===== config.mk =====
export PLATFORM = sky130hd
export DESIGN_NAME = alu_req_arbiter
export DESIGN_NICKNAME = d
export VERILOG_FILES = /design/src/rtl/alu_ctrl_pkg.sv /design/src/rtl/rr_arbiter.sv /design/src/rtl/alu_req_arbiter.sv
export SDC_FILE = /design/constraint.sdc
export NUM_CORES = 1
export LEC_CHECK = 0
export BUFFER_PORTS_ARGS = -buffer_cell sky130_fd_sc_hd__buf_2
export CAP_MARGIN = 0
export CORE_MARGIN = 2
export CORE_UTILIZATION = 45
export CTS_BUF_LIST = sky130_fd_sc_hd__clkbuf_8
export DETAILED_ROUTE_END_ITERATION = 10
export PLACE_DENSITY = 0.78
export SYNTH_ARGS = -nofsm -noshare
export SYNTH_HDL_FRONTEND = slang
export SYNTH_HIERARCHICAL = 1
export SYNTH_SLANG_ARGS = --single-unit

===== constraint.sdc =====
create_clock -name CLK -period 2.05 [get_ports CLK]
set_input_delay 0.615 -clock CLK [delete_from_list [all_inputs] [get_ports CLK]]
set_output_delay 0.615 -clock CLK [all_outputs]
set_load 0.02 [all_outputs]

===== src/rtl/alu_ctrl_pkg.sv =====
// Shared definitions for the ALU request arbiter slice:
// FSM state encoding, default widths and the timeout counter width.
package alu_ctrl_pkg;

    localparam logic [1:0] IDLE  = 2'b00;
    localparam logic [1:0] WAKE  = 2'b01;
    localparam logic [1:0] ISSUE = 2'b10;
    localparam logic [1:0] WAIT  = 2'b11;

    localparam int DEF_NUM_REQ   = 2;
    localparam int DEF_A_WIDTH   = 8;
    localparam int DEF_B_WIDTH   = 8;
    localparam int DEF_OUT_WIDTH = 16;
    localparam int DEF_FUN_WIDTH = 4;
    localparam int DEF_TIMEOUT   = 4;

    localparam int TO_W = 4;

endpackage


===== src/rtl/rr_arbiter.sv =====
// Combinational round-robin arbiter.
// Ports: req (request vector), ptr (search start) ->
//        grant (one-hot), idx (grant index), any (some request set).
module rr_arbiter
    import alu_ctrl_pkg::*;
#(
    parameter int NUM_REQ = DEF_NUM_REQ,
    parameter int IDX_W   = 1
) (
    input  logic [NUM_REQ-1:0] req,
    input  logic [IDX_W-1:0]   ptr,
    output logic [NUM_REQ-1:0] grant,
    output logic [IDX_W-1:0]   idx,
    output logic               any
);

    always_comb begin
        int  j;
        logic found;
        grant = '0;
        idx   = '0;
        any   = |req;
        found = 1'b0;
        j     = 0;
        // Walk from ptr upward, wrapping, and take the first request.
        for (int k = 0; k < NUM_REQ; k++) begin
            j = int'(ptr) + k;
            if (j >= NUM_REQ) j = j - NUM_REQ;
            if (!found && req[j]) begin
                found = 1'b1;
                grant = NUM_REQ'(1) << j;
                idx   = IDX_W'(j);
            end
        end
    end

endmodule


===== src/rtl/alu_req_arbiter.sv =====
// Shares one registered-output ALU among NUM_REQ requesters.
// Ports: CLK/RST (async active-low); REQ_* requester side with
//        REQ_ACK pulse; ALU_* operand/enable/clock-gate and result
//        inputs; RSP_DATA/RSP_ERR/RSP_VALID response to the winner.
module alu_req_arbiter
    import alu_ctrl_pkg::*;
#(
    parameter int NUM_REQ   = DEF_NUM_REQ,
    parameter int A_WIDTH   = DEF_A_WIDTH,
    parameter int B_WIDTH   = DEF_B_WIDTH,
    parameter int OUT_WIDTH = DEF_OUT_WIDTH,
    parameter int FUN_WIDTH = DEF_FUN_WIDTH,
    parameter int TIMEOUT   = DEF_TIMEOUT
) (
    input  logic                           CLK,
    input  logic                           RST,
    input  logic [NUM_REQ-1:0]             REQ_VALID,
    input  logic [NUM_REQ*A_WIDTH-1:0]     REQ_A,
    input  logic [NUM_REQ*B_WIDTH-1:0]     REQ_B,
    input  logic [NUM_REQ*FUN_WIDTH-1:0]   REQ_FUN,
    output logic [NUM_REQ-1:0]             REQ_ACK,
    output logic [A_WIDTH-1:0]             ALU_A,
    output logic [B_WIDTH-1:0]             ALU_B,
    output logic [FUN_WIDTH-1:0]           ALU_FUN,
    output logic                           ALU_EN,
    output logic                           ALU_CLK_EN,
    input  logic [OUT_WIDTH-1:0]           ALU_OUT,
    input  logic                           ALU_OUT_VALID,
    output logic [OUT_WIDTH-1:0]           RSP_DATA,
    output logic                           RSP_ERR,
    output logic [NUM_REQ-1:0]             RSP_VALID
);

    localparam int IDX_W = (NUM_REQ > 1) ? $clog2(NUM_REQ) : 1;

    logic [1:0]         state;
    logic [IDX_W-1:0]   ptr;
    logic [IDX_W-1:0]   gidx;
    logic [TO_W-1:0]    cnt;
    logic [NUM_REQ-1:0] arb_grant;
    logic [IDX_W-1:0]   arb_idx;
    logic               arb_any;
    logic [IDX_W-1:0]   ptr_nxt;
    logic [NUM_REQ-1:0] rsp_hot;
    logic               to_hit;

    rr_arbiter #(
        .NUM_REQ (NUM_REQ),
        .IDX_W   (IDX_W)
    ) u_arb (
        .req   (REQ_VALID),
        .ptr   (ptr),
        .grant (arb_grant),
        .idx   (arb_idx),
        .any   (arb_any)
    );

    assign ptr_nxt = (arb_idx == IDX_W'(NUM_REQ - 1)) ?
                     '0 : arb_idx + IDX_W'(1);
    assign rsp_hot = NUM_REQ'(1) << gidx;
    // Last permitted WAIT cycle without a result.
    assign to_hit  = (cnt == TO_W'(TIMEOUT - 1));

    always_ff @(posedge CLK or negedge RST) begin
        if (!RST) begin
            state      <= IDLE;
            ptr        <= '0;
            gidx       <= '0;
            cnt        <= '0;
            REQ_ACK    <= '0;
            ALU_A      <= '0;
            ALU_B      <= '0;
            ALU_FUN    <= '0;
            ALU_EN     <= 1'b0;
            ALU_CLK_EN <= 1'b0;
            RSP_DATA   <= '0;
            RSP_ERR    <= 1'b0;
            RSP_VALID  <= '0;
        end else begin
            REQ_ACK   <= '0;
            ALU_EN    <= 1'b0;
            RSP_VALID <= '0;
            unique case (state)
                IDLE: begin
                    if (arb_any) begin
                        state      <= WAKE;
                        REQ_ACK    <= arb_grant;
                        gidx       <= arb_idx;
                        ptr        <= ptr_nxt;
                        ALU_CLK_EN <= 1'b1;
                        ALU_A   <= REQ_A[int'(arb_idx)*A_WIDTH +: A_WIDTH];
                        ALU_B   <= REQ_B[int'(arb_idx)*B_WIDTH +: B_WIDTH];
                        ALU_FUN <= REQ_FUN[int'(arb_idx)*FUN_WIDTH +: FUN_WIDTH];
                    end
                end
                WAKE: begin
                    state  <= ISSUE;
                    ALU_EN <= 1'b1;
                end
                ISSUE: begin
                    state <= WAIT;
                    cnt   <= '0;
                end
                WAIT: begin
                    if (ALU_OUT_VALID) begin
                        state      <= IDLE;
                        ALU_CLK_EN <= 1'b0;
                        cnt        <= '0;
                        RSP_DATA   <= ALU_OUT;
                        RSP_ERR    <= 1'b0;
                        RSP_VALID  <= rsp_hot;
                    end else if (to_hit) begin
                        state      <= IDLE;
                        ALU_CLK_EN <= 1'b0;
                        cnt        <= '0;
                        RSP_DATA   <= '0;
                        RSP_ERR    <= 1'b1;
                        RSP_VALID  <= rsp_hot;
                    end else begin
                        cnt <= cnt + TO_W'(1);
                    end
                end
                default: state <= IDLE;
            endcase
        end
    end

endmodule

==> flow_summary.yaml <==
status:
  status: "completed"
global_routing:
  grt_pass1_vias: 1588
  antenna_found_initial: 0
  grt_pass1_wl_mm: 7.10
  grt-ovfl-total: 0
  track_usage_pct: 17.2
  grt_max_degree: 43
die:
  core_um2: 4720
  dieWidth_um: 73.9
  ios: 104
  dieArea_um2: 5460
  die_height_um: 73.9
  rows: 25
  initial_utilization_pct: 46.5
logic_synthesis:
  async_reset_ff_share_pct: 100
  synth_nets: 254
  synth_cells: 188
  yosys-top-cells-area: "dfrtp_1 58%, mux2i_1 9.6%, a22o_1 7.2%, o21ai_0 5.0%, nand2_1 4.1%"
  synth.mux.area_fraction_pct: 10.6
  yosysTopAreaCell: "dfrtp_1"
  synth-edff-count: 0
  synth_compound_area_share_pct: 15.3
  synth_simple_gate_area_share_pct: 9.28
  synth.distinct_cells: 29
  synth_top_family_by_area: "compound AO/OA/AOI/OAI gates"
  syn_area_um2: 2200
  synth.avg_cell_area_um2: 11.7
  synth_xor_area_share_pct: 0
  synthFlopType: "dfrtp_1"
  yosysWarnings: 6
  yosys_register_bits: 51
  synthTopCellsByCount: "51 x dfrtp_1, 24 x nand2_1, 22 x o21ai_0, 21 x mux2i_1, 18 x a22o_1"
  yosysSeqAreaShare_pct: 58.1
  synth.top_cell.area_share_pct: 58.1
  synth.most_common_cell: "dfrtp_1"
  synthAdderAreaFrac_pct: 2.85
route:
  drc: 0
  wl_per_cell_um: 12.7
  wl_mm: 4.53
  avgViaCountPerCell: 4.79
  via_count: 1716
  drt-initial-drc-count: 35
  ant_nets: 0
  drt_first_pass_iters: 4
sta:
  timing.final.ws_setup_ns: 0.422
  setup_viol: 0
  period_needed_ns: 1.63
  finalHoldViolCount: 0
  slew_viol_final: 0
  totalNegativeSetupSlack_ns: 0
  finClkSkew_ns: 0.00403
  rsz0062_at_grt: "no"
  fin_crit_sh_pct: 79.4
  tightest_slew_ns: 0.602
  fmax_ghz: 0.614
  maxSlewHeadroom_pct: 59.9
cells_and_area:
  multi_input_area_um2: 847
  layout-drive-gt1-share_pct: 41.9
  nFillCells: 408
  regArea_um2: 1280
  fin_area_um2: 2910
  final_nets: 356
  area_growth_pct: 32.5
  antenna_cells: 0
pwr:
  switchingPower_mw: 1.68
  peakVddDrop_mv: 0.798
  powerDensity_nw_per_um2: 1450
  cellLeakagePower_nw: 1.57
  swShare_pct: 39.6
  p_int_mw: 2.56
  clkPwrFrac_pct: 16.0
  p_seq_share_pct: 39.0
  share_comb_of_total_power_pct: 44.9
setup_path:
  crit_chain: "ha_1 -> and2_1 -> a22o_1"
  worst-path-buf-inv: 0
  critPathMaxStageDelay_ns: 0.57
  required_ns: 2.29
  critical_path.top_delay_family: "simple AND/OR/NAND/NOR gates"
  critPathCaptureType: "register"
  arrival_ns: 1.86
  cp-start-kind: "register"
  cpMaxStageDelayCell: "and2_1"
  crit_fanout: 17
  path_class: "register to register"
placement:
  dp_hpwl_mm: 3.37
  place_ws_ns: 0.262
  gp_congestion: 0.701
  io_buffers: 103
  placed_cell_area_um2: 2800
clock_network:
  postCtsHoldBufs: 0
  cts_made_buffers: 5
  clock_latency_ns: 0.29
  postCtsSetupBuffers: 0
  cts_tree: "yes"
  cts.clk_slew.worst_paths_ns: 0.09
  cts.repair.resized: 0
  htree_levels: 2
  cts_buffer_depth: 2
  root_buffer: "clkbuf_8"
  cts_sinks: 51
run:
  maxCapViolations: 0
min_path:
  hp-class: "input port to async pin"
## state kept, by name, summed over array words and instances (netlist names)
name,cells
ptr,1
ALU_CLK_EN,1
ALU_EN,1
cnt,4
state,2
RSP_DATA,16
gidx,1
RSP_VALID,2
ALU_B,8
RSP_ERR,1
ALU_FUN,4
REQ_ACK,2
ALU_A,8
## metal layers
| layer | vias up | share of wire [%] | GRT usage [%] |
|---|---|---|---|
| met5 | - | 0 | 0 |
| met4 | 0 | 0.60 | 5.45 |
| met3 | 2 | 5.7 | 4.80 |
| met2 | 56 | 50 | 29.4 |
| met1 | 798 | 44 | 20.9 |
| li1 | 860 | - | - |
## power by group through the flow
stage	clock [mW]	combinational (mW)	sequential, mW
floorplan	0	0.803	2.14
CTS	0.711	1.94	1.65
detailed placement	0	1.93	1.67
global placement	0	1.89	1.66
finish	0.679	1.90	1.65
global route	0.742	2.12	1.70
## through the flow
stage	instances	hold slack [ns]	power, mW	utilization, %
after global placement	350	0.408	3.55	59.3
after global routing	358	0.355	4.57	61.7
after detailed placement	350	0.418	3.60	59.3
after CTS	358	0.322	4.30	61.7
final	358	0.313	4.23	61.7
after floorplan	188	0.319	2.94	-
## cell families (layout without fill, tap and decap cells)
family,Yosys count,in the layout
fa+ha+maj,5,5
mux,23,23
flops,51,51
buf+inv,18,121
compound gates,48,48
simple gates,43,43
## final timing paths
path                           from      endpoint  slack [ns]  depth (start not counted)
max in group asynchronous       RST      ALU_A[5]        1.13                          2
hold / removal                  RST   RSP_DATA[1]        0.31                          1
setup / recovery           state[1]  RSP_DATA[10]        0.42                          3
min in group CLK               gidx  RSP_VALID[0]        0.43                          1
setup reg to reg           state[1]  RSP_DATA[10]        0.42                          3
hold reg to reg                gidx  RSP_VALID[0]        0.43                          1
## cell usage in the layout, fill, tap and decap left out, drive strengths merged
cell type and instances:
dfrtp 51, o22ai 1, clkinv 2, or4 1, mux2 2, nor3b 1
inv 6, mux2i 21, o21ai 23, a2bb2oi 1, a21boi 2, ha 5
a22o 18, nor2 6, and3 2, o221a 1, a21oi 1, buf 107
nand3 3, clkbuf 5, bufinv 1, nor2b 1, nand2 24, a31oi 1
or2 2, nand2b 1, and2 2
## area by class of cell
cell class / instances / share of cell area [%]
clock inverter: 3 / 1.50
inverter: 6 / 0.773
clock buffer: 5 / 2.36
sequential: 51 / 43.8
tap: 67 / 2.88
timing repair buffer: 107 / 19.6
multi-input combinational: 119 / 29.1
No activity file was read; power rests on OpenSTA's default activity.
